### config.mk
export PLATFORM = sky130hd
export DESIGN_NAME = ctrl_link_tx
export DESIGN_NICKNAME = d
export VERILOG_FILES = /design/src/rtl/ctrl_link_pkg.sv /design/src/rtl/baud_tick_gen.sv /design/src/rtl/ctrl_link_tx.sv
export SDC_FILE = /design/constraint.sdc
export NUM_CORES = 1
export LEC_CHECK = 0
export CAP_MARGIN = 20
export CORE_MARGIN = 8
export CORE_UTILIZATION = 50
export DETAILED_ROUTE_END_ITERATION = 6
export PLACE_DENSITY = 0.72
export SKIP_LAST_GASP = 1
export SLEW_MARGIN = 20
export SYNTH_ARGS = -nofsm -noshare
export SYNTH_HDL_FRONTEND = slang
export SYNTH_HIERARCHICAL = 1
export SYNTH_SLANG_ARGS = --single-unit
### constraint.sdc
create_clock -name clk -period 2.4 [get_ports clk]
set_clock_uncertainty 0.1 [all_clocks]
set_input_delay 0.72 -clock clk [delete_from_list [all_inputs] [get_ports clk]]
set_output_delay 0.72 -clock clk [all_outputs]
set_load 0.02 [all_outputs]
### src/rtl/ctrl_link_pkg.sv
// ----------------------------------------------------------------------------
// ctrl_link_pkg
// Shared definitions for the controller serial link, used by the transmitter
// (ctrl_link_tx) and its matching receiver so both agree on framing.
//   - link_state_e    : FSM state encoding
//   - FRAME_DATA_BITS : button bits carried per frame
//   - FRAME_BITS      : total bit times per frame (start + data + parity + stop)
//   - BTN_*           : bit positions inside the btn vector
//   - frame_parity()  : even-parity bit over the button field
// ----------------------------------------------------------------------------
package ctrl_link_pkg;

  localparam int FRAME_DATA_BITS = 5;
  localparam int FRAME_BITS      = 8;

  localparam int BTN_UP     = 0;
  localparam int BTN_DOWN   = 1;
  localparam int BTN_LEFT   = 2;
  localparam int BTN_RIGHT  = 3;
  localparam int BTN_ATTACK = 4;

  typedef enum logic [2:0] {
    ST_IDLE,
    ST_START,
    ST_DATA,
    ST_PARITY,
    ST_STOP,
    ST_GAP
  } link_state_e;

  // Even parity: the parity bit makes the total count of ones even.
  function automatic logic frame_parity(input logic [FRAME_DATA_BITS-1:0] data);
    return ^data;
  endfunction

endpackage

### src/rtl/baud_tick_gen.sv
// ----------------------------------------------------------------------------
// baud_tick_gen
// Modulo-BIT_TICKS counter producing the bit-boundary strobe.
//   clk     : system clock
//   reset   : asynchronous active-high reset (counter -> 0)
//   restart : synchronous clear; holds the counter at 0 while asserted
//   tick    : high on the last clock of every bit time
// ----------------------------------------------------------------------------
module baud_tick_gen #(
  parameter int BIT_TICKS = 868
) (
  input  logic clk,
  input  logic reset,
  input  logic restart,
  output logic tick
);

  localparam int            CW   = (BIT_TICKS > 1) ? $clog2(BIT_TICKS) : 1;
  localparam logic [CW-1:0] LAST = CW'(BIT_TICKS - 1);

  logic [CW-1:0] cnt_q;
  logic [CW-1:0] cnt_d;

  always_comb begin
    if (restart || (cnt_q == LAST)) begin
      cnt_d = '0;
    end else begin
      cnt_d = cnt_q + CW'(1);
    end
  end

  // NOTE: clocked state is always assigned with <= so every register samples
  // the pre-edge values of its neighbours, independent of statement order.
  always_ff @(posedge clk or posedge reset) begin
    if (reset) begin
      cnt_q <= '0;
    end else begin
      cnt_q <= cnt_d;
    end
  end

  assign tick = (cnt_q == LAST);

endmodule

### src/rtl/ctrl_link_tx.sv
// ----------------------------------------------------------------------------
// ctrl_link_tx
// Serial transmitter that repeatedly sends the live button vector to a partner
// board. Frame: start(0), btn[0..4] LSB first, even parity, stop(1), followed
// by GAP_BITS idle-high bit times.
//   clk        : system clock
//   reset      : asynchronous active-high reset (aborts any frame in flight)
//   enable     : 1 = send frames back to back; 0 = finish frame, then idle
//   btn        : {attack, right, left, down, up}, sampled at each frame start
//   tx_line    : registered serial output, idles high
//   busy       : high from the first clock of start to the last clock of stop
//   frame_done : one-clock pulse on the last clock of each stop bit
// ----------------------------------------------------------------------------
module ctrl_link_tx
  import ctrl_link_pkg::*;
#(
  parameter int CLK_HZ    = 100_000_000,
  parameter int BAUD      = 115_200,
  parameter int BIT_TICKS = CLK_HZ / BAUD,
  parameter int GAP_BITS  = 4
) (
  input  logic                       clk,
  input  logic                       reset,
  input  logic                       enable,
  input  logic [FRAME_DATA_BITS-1:0] btn,
  output logic                       tx_line,
  output logic                       busy,
  output logic                       frame_done
);

  localparam logic [2:0] DATA_LAST = 3'(FRAME_DATA_BITS - 1);
  localparam logic [3:0] GAP_LAST  = 4'(GAP_BITS - 1);

  link_state_e                state_q, state_d;
  logic [2:0]                 bit_idx_q, bit_idx_d;
  logic [3:0]                 gap_cnt_q, gap_cnt_d;
  logic [FRAME_DATA_BITS-1:0] shadow_q, shadow_d;
  logic                       tx_q, tx_d;
  logic                       busy_q, busy_d;
  logic [2:0]                 next_idx;
  logic                       bit_tick;

  // The bit counter is held at 0 while idle, so the first start bit after
  // leaving IDLE is a full BIT_TICKS wide; elsewhere it free-runs and wraps
  // exactly on each bit boundary.
  baud_tick_gen #(
    .BIT_TICKS(BIT_TICKS)
  ) u_tick (
    .clk    (clk),
    .reset  (reset),
    .restart(state_q == ST_IDLE),
    .tick   (bit_tick)
  );

  assign next_idx = bit_idx_q + 3'd1;

  // tx_line is updated on the same edge as the state change, so the line
  // value always belongs to the state it is registered alongside.
  always_comb begin
    // NOTE: every next-state signal gets its hold value first; without these
    // defaults the incomplete branches below would infer latches.
    state_d   = state_q;
    bit_idx_d = bit_idx_q;
    gap_cnt_d = gap_cnt_q;
    shadow_d  = shadow_q;
    tx_d      = tx_q;
    busy_d    = busy_q;

    unique case (state_q)
      ST_IDLE: begin
        tx_d   = 1'b1;
        busy_d = 1'b0;
        if (enable) begin
          state_d  = ST_START;
          shadow_d = btn;
          tx_d     = 1'b0;
          busy_d   = 1'b1;
        end
      end
      ST_START: begin
        if (bit_tick) begin
          state_d   = ST_DATA;
          bit_idx_d = '0;
          tx_d      = shadow_q[BTN_UP];
        end
      end
      ST_DATA: begin
        if (bit_tick) begin
          if (bit_idx_q == DATA_LAST) begin
            state_d   = ST_PARITY;
            bit_idx_d = '0;
            tx_d      = frame_parity(shadow_q);
          end else begin
            bit_idx_d = next_idx;
            tx_d      = shadow_q[next_idx];
          end
        end
      end
      ST_PARITY: begin
        if (bit_tick) begin
          state_d = ST_STOP;
          tx_d    = 1'b1;
        end
      end
      ST_STOP: begin
        if (bit_tick) begin
          state_d   = ST_GAP;
          busy_d    = 1'b0;
          gap_cnt_d = '0;
        end
      end
      ST_GAP: begin
        if (bit_tick) begin
          if (gap_cnt_q == GAP_LAST) begin
            gap_cnt_d = '0;
            if (enable) begin
              // Next frame is latched here, so btn changes seen during the
              // previous frame only show up from this frame on.
              state_d  = ST_START;
              shadow_d = btn;
              tx_d     = 1'b0;
              busy_d   = 1'b1;
            end else begin
              state_d = ST_IDLE;
            end
          end else begin
            gap_cnt_d = gap_cnt_q + 4'd1;
          end
        end
      end
      default: begin
        state_d = ST_IDLE;
        tx_d    = 1'b1;
        busy_d  = 1'b0;
      end
    endcase
  end

  always_ff @(posedge clk or posedge reset) begin
    if (reset) begin
      state_q   <= ST_IDLE;
      bit_idx_q <= '0;
      gap_cnt_q <= '0;
      // NOTE: the shadow register is control-path state observed on the line,
      // so it is reset along with the FSM rather than left uninitialised.
      shadow_q  <= '0;
      tx_q      <= 1'b1;
      busy_q    <= 1'b0;
    end else begin
      state_q   <= state_d;
      bit_idx_q <= bit_idx_d;
      gap_cnt_q <= gap_cnt_d;
      shadow_q  <= shadow_d;
      tx_q      <= tx_d;
      busy_q    <= busy_d;
    end
  end

  assign tx_line = tx_q;
  assign busy    = busy_q;

  // Decoded purely from registers (state and bit counter), so there is no
  // path from btn or enable; it is high only on the final clock of STOP.
  assign frame_done = (state_q == ST_STOP) && bit_tick;

endmodule

==> impl_metrics.yaml, run 1 <==
timing:
  hold_ws_ps: 421.4
  worstMarginPinSlew_ps: 543.9
  final-setup-viol-count: 1
  fin_crit_sh: 1.031
  finalCriticalPeriod_ps: 2474
  slew_headroom: 0.6362
  grt_setup_unrepaired: "yes"
  fmax_ghz: 0.4042
  hold_viol_final: 0
  report.final.slew_viol_count: 0
  fin_ws_ps: -73.89
floorplan:
  core_area_mm2: 0.003258
  fp.dieW_um: 73.39
  die_area_mm2: 0.005385
  start_util: 0.5054
  io_pins: 11
  rows: 21
  die_h_um: 73.39
route:
  remaining_drc_errors: 0
  wl_um: 3292
  drt_iter0_markers: 95
  via_per_inst: 5.521
  ant_nets: 0
  wl_per_cell_um: 13.72
  vias: 1325
  drt_first_pass_iters: 4
flow_run:
  max_cap_viol_count: 0
clock_tree:
  cts_max_level: 1
  cts_tree: "done"
  cts.sink_count: 27
  hold_buffers: 0
  cts_buffer_depth: 2
  cts_buffers: 3
  clock_latency_ps: 320
  path_clk_slew_ps: 140
  cts_root_buf: "clkbuf_4"
pwr:
  p_total_uw: 671.0
  powerDensity_mw_per_mm2: 337.9
  irDropWorstVdd_v: 0.0002085
  p_leak_nw: 0.8545
logic_synthesis:
  yosysUniqueCellTypes: 52
  synth_area_per_cell_um2: 9.979
  yosys.area_share.simple: 0.2150
  synth-xor-area-share: 0.05623
  synth_edf_count: 0
  seq_area_frac_synth: 0.4111
  ys_async_sr_fraction: 1.000
  synth_top_family_by_area: "simple AND/OR/NAND/NOR gates"
  synth_compound_area_frac: 0.1847
  syn-num-nets: 177
  synth_area_mm2: 0.001647
  ys_ff_latch: 27
  synth_mux_area_frac: 0.04787
  netlist_instances: 165
  synth_warnings: 6
  synthAdderAreaFrac: 0.03040
  ys.flop_type: "dfrtp_1"
layout:
  fin_nets: 207
  drive_above_1_share: 0.2423
  areaGrowthSynthToFinish_pct: 20.59
  final_cell_mix: "dfrtp_1 (26), buf_4 (23), inv_1 (11)"
  layout_commonest_cell: "dfrtp_1"
  n_antenna_cell: 0
global_route:
  antenna_found_initial: 0
  grt_usage: 0.1346
  grt_max_degree: 18
  grt_pass1_vias: 1378
  grt_pass1_wl_um: 5851
  grt_overflow: 0
place:
  place_congestion: 0.8304
  dp_hpwl_um: 2513
  port-buffer-count: 10
worst_setup_path:
  critPathMaxStageDelay_ps: 420
  crit_required_ps: 1580
  crit_family: "simple AND/OR/NAND/NOR gates"
  crit_buf_inv: 2
  start_kind: "register"
  crit_fanout: 2
  crit_chain: "ha_4 -> nand4bb_4 -> nor4_2 -> buf_4 -> nand2_2 -> nor2_4 -> buf_6"
  cp_slowest_cell: "dfrtp_1"
  arrival_ps: 1650
  critPathKind: "register to output port"
  crit_path_end_kind: "output port"
worst_hold_path:
  hold_class: "register to register"
status:
  status: "complete, but fails checks"
  violations: "negative setup slack"
[cells in the mapped netlist (2+ instances only)]
cell       number  share of area
nand3_1        10          0.030
nand2_1        11          0.025
inv_1          11          0.025
xor2_1          4          0.021
clkbuf_1        4         0.0091
nor3_1          3         0.0091
or3_1           5          0.019
a21oi_1         7          0.021
o32a_1          2          0.012
o221ai_1        3          0.016
o21ai_1         2         0.0061
nand4_1         2         0.0076
ha_1            4          0.030
xnor2_1         4          0.021
o2bb2ai_1       2          0.011
buf_4           3          0.014
o21ai_0         9          0.027
nand2b_1        5          0.019
nor2_1         11          0.025
and2_1          2         0.0076
mux2_2          5          0.034
dfrtp_1        26           0.40
[area by class of cell]
type,instances,area (µm²)
tap,46,57.56
timing repair buffer,33,274.0
multi-input combinational,119,908.4
inverter,11,41.29
clock inverter,1,5.005
fill,304,1272
sequential,27,676.9
clock buffer,3,22.52
[state kept, by name (all words and copies together) (netlist names)]
| signal | flops |
|---|---|
| busy | 1 |
| tx_line | 1 |
| u_tick/cnt_q | 10 |
| gap_cnt_q | 4 |
| bit_idx_q | 3 |
| state_q | 3 |
| shadow_q | 5 |
[worst reg2reg max path, stage by stage (launching register included)]
cell       delay (ps)
dfrtp_1           420
ha_4              160
nand4bb_4         110
nor4_2            210
buf_4             150
buf_4             150
nand3_1            80
o21ai_0            80
nand4b_1          290
mux2_2            370
[metal layers]
metal / GRT usage / routed length, µm
met1: 0.1558 / 1464
met3: 0.02319 / 82
met4: 0.07761 / 49
met5: 0 / 0
met2: 0.2274 / 1696
[timing repair]
item | in CTS | in global routing
resized for setup | 9 | 0
setup buffers | 2 | 1
setup endpoints to repair | 1 | 1
pin swaps | 1 | 0
[worst paths after layout]
path,endpoint,startpoint,slack [ps],cells past startpoint
worst max-delay path,frame_done,u_tick/cnt_q[1]$_DFF_PP0_,-70,7
worst min-delay path,gap_cnt_q[0]$_DFFE_PP0P_,gap_cnt_q[0]$_DFFE_PP0P_,420,1
worst max register to register,shadow_q[3]$_DFFE_PP0P_,u_tick/cnt_q[1]$_DFF_PP0_,160,9
worst min register to register,gap_cnt_q[0]$_DFFE_PP0P_,gap_cnt_q[0]$_DFFE_PP0P_,420,1
max in group asynchronous,tx_line$_DFFE_PP1P_,reset,1310,3
min in group asynchronous,u_tick/cnt_q[2]$_DFF_PP0_,reset,580,2
[where the power goes]
part	leakage, nW	switching (mW)	total (mW)	internal (mW)
Clock	0.0177	0.129	0.191	0.0624
Combinational	0.488	0.0128	0.0246	0.0118
Sequential	0.349	0	0.455	0.455
[kinds of logic after synthesis]
logic type	after synthesis
xor gates and xnor gates	9
buffers and inverters	19
DFF	27
and+or+nand+nor	61
AOI/OAI and AO/OA	39
adders and majority gates	4
muxes	6
[stage by stage]
stage / TNS, ps / setup slack (ps) / util / cell area (µm²) / instances
global route: -199.7 / -199.7 / 0.6094 / 1986 / 240
floorplan: 0 / 2.066 / - / 1660 / 165
finish: -73.89 / -73.89 / 0.6094 / 1986 / 240
CTS: -94.62 / -94.62 / 0.6071 / 1978 / 239
global placement: -255.5 / -255.5 / 0.5879 / 1916 / 233
detailed placement: -258.0 / -258.0 / 0.5879 / 1916 / 233
Note: power is estimated with default switching activity, not from simulation.
==> inputs of run 2 (changes only) <==
--- a/config.mk
+++ b/config.mk
@@ -6,10 +6,12 @@
 export NUM_CORES = 1
 export LEC_CHECK = 0
 export CAP_MARGIN = 20
+export CELL_PAD_IN_SITES_DETAIL_PLACEMENT = 1
+export CELL_PAD_IN_SITES_GLOBAL_PLACEMENT = 1
 export CORE_MARGIN = 8
-export CORE_UTILIZATION = 50
+export CORE_UTILIZATION = 41
 export DETAILED_ROUTE_END_ITERATION = 6
-export PLACE_DENSITY = 0.72
+export PLACE_DENSITY_LB_ADDON = 0.1
 export SKIP_LAST_GASP = 1
 export SLEW_MARGIN = 20
 export SYNTH_ARGS = -nofsm -noshare
==> run 2 against run 1 <==
Effect of this change:
- the flow now finishes without violations
- critical endpoint unchanged
- non-clock buffer count down 3
- combinational power about the same
- sequential power about the same
- first-iteration DRC count down 42%
- utilization down 10 points
- via count down 0.15%
==> impl_metrics.yaml, run 2 (synthesis results as in run 1) <==
status:
  status: "finished, final reports clean"
global_route:
  grt_overflow: 0
  grt_pass1_wl_um: 6527
  grt_max_degree: 18
  grt_pass1_vias: 1398
  antenna_found_initial: 0
  grt_usage: 0.1267
worst_hold_path:
  hold_class: "register to register"
  hold_end: "gap_cnt_q[2]$_DFFE_PP0P_"
  holdPathStages: 1
  hold_path.startpoint: "gap_cnt_q[2]$_DFFE_PP0P_"
layout:
  layout_commonest_cell: "dfrtp_1"
  areaGrowthSynthToFinish_pct: 21.35
  nFillCells: 449
  final_cell_mix: "dfrtp_1 (26), buf_4 (20), inv_1 (11)"
  top_regs: "u_tick/cnt_q x10, shadow_q x5, gap_cnt_q x4"
  n_antenna_cell: 0
  fin_nets: 204
  largest_reg_flops: 10
  largest-register: "u_tick/cnt_q"
  postLayoutCoreUtil: 0.5068
  drive_above_1_share: 0.2304
clock_tree:
  cts_max_level: 1
  path_clk_slew_ps: 100
  cts_tree: "done"
  cts_root_buf: "clkbuf_8"
  clock_latency_ps: 270
  cts.sink_count: 27
  cts_buffer_depth: 2
  hold_buffers: 0
  cts_buffers: 3
route:
  remaining_drc_errors: 0
  wl_per_cell_um: 15.82
  drt_first_pass_iters: 4
  ant_nets: 0
  drt_iter0_markers: 55
  vias: 1323
  wl_um: 3813
  via_per_inst: 5.490
worst_setup_path:
  crit_chain: "ha_4 -> nand4bb_4 -> nor4_4 -> buf_4 -> nand2_2 -> nor2_4 -> buf_6"
  critPathMaxStageDelay_ps: 410
  r2r_cells: 9
  r2r_start: "u_tick/cnt_q[1]$_DFF_PP0_"
  cp_slowest_cell: "dfrtp_1"
  reg2reg_slack_ps: 200
  crit_required_ps: 1580
  crit_path_end_kind: "output port"
  crit_fanout: 2
  start_kind: "register"
  arrival_ps: 1570
  reg2reg_to: "shadow_q[3]$_DFFE_PP0P_"
  critPathKind: "register to output port"
timing:
  fin_crit_sh: 0.9958
  hold_viol_final: 0
  final-setup-viol-count: 0
  finalCriticalPeriod_ps: 2390
  grt_setup_unrepaired: "yes"
  fin_ws_ps: 10.05
  report.final.slew_viol_count: 0
  worstMarginPinSlew_ps: 569.3
  slew_headroom: 0.6192
  fmax_ghz: 0.4184
floorplan:
  die_area_mm2: 0.006300
  start_util: 0.4176
  core_area_mm2: 0.003943
  die_h_um: 79.37
  fp.dieW_um: 79.37
  rows: 23
  io_pins: 11
place:
  place_congestion: 0.7848
  port-buffer-count: 10
  post-place-ws_ps: -436.2
  dp_hpwl_um: 2950
pwr:
  p_total_uw: 745.2
  p_leak_nw: 0.8422
  irDropWorstVdd_v: 0.0003454
  powerDensity_mw_per_mm2: 372.9
flow_run:
  max_cap_viol_count: 0
-- run 2: cell count changes in the layout (fill, tap and decap cells not counted), sizes merged --
cell and delta:
buf -3, clkinv -1, clkinvlp +1
-- run 2: metrics by stage --
stage / instances / TNS (ps) / instance area (µm²) / hold WS (ps)
after floorplan: 165 / 0 / 1660 / 361.5
after global placement: 236 / -262.4 / 1913 / 388.4
after detailed placement: 236 / -530.1 / 1913 / 403.2
after CTS: 241 / -31.45 / 1998 / 429.7
after global routing: 241 / -91.55 / 1998 / 468.9
final: 241 / 0 / 1998 / 427.0
-- run 2: worst max path at each step --
stage / start / to / cells after the start / slack [ps]
2_1_floorplan: u_tick/cnt_q[0]$_DFF_PP0_ / frame_done / 6 / 2
3_3_place_gp: u_tick/cnt_q[0]$_DFF_PP0_ / frame_done / 7 / -260
3_5_place_dp: u_tick/cnt_q[1]$_DFF_PP0_ / frame_done / 7 / -440
4_1_cts: u_tick/cnt_q[1]$_DFF_PP0_ / frame_done / 7 / -30
5_1_grt: u_tick/cnt_q[1]$_DFF_PP0_ / frame_done / 7 / -90
6_report: u_tick/cnt_q[1]$_DFF_PP0_ / frame_done / 7 / 10
-- run 2: what timing repair did --
action	CTS	global route
pin swaps	2	0
setup buffers	1	0
endpoints found under the setup margin	6	1
gates resized for setup	10	0
-- run 2: cell type report --
| type | instances | area (µm²) | area share |
|---|---|---|---|
| repair buffers | 30 | 251.5 | 0.1259 |
| inverters | 11 | 41.29 | 0.02066 |
| flip-flops and latches | 27 | 676.9 | 0.3388 |
| well taps | 50 | 62.56 | 0.03131 |
| clock inverters | 1 | 7.507 | 0.003757 |
| multi-input cells | 119 | 917.1 | 0.4590 |
| clock buffers | 3 | 41.29 | 0.02066 |
-- run 2: critical path, delay by kind of cell, from the launching register on --
| family | cells | cell delay (ps) |
|---|---|---|
| fa+ha+maj | 1 | 170 |
| buf+inv | 2 | 280 |
| simple gates | 4 | 450 |
| flops | 1 | 410 |
-- run 2: report_power, final --
part,leakage (nW),total (mW),switching (mW),internal [mW]
logic,0.472,0.0248,0.0130,0.0118
clock network,0.0217,0.266,0.148,0.118
registers,0.349,0.455,0,0.455
-- run 2: metal layers --
layer	track usage	wire length, µm
met5	0	0
met4	0.02407	22
met3	0.02815	103
met2	0.2219	1950
met1	0.1556	1736
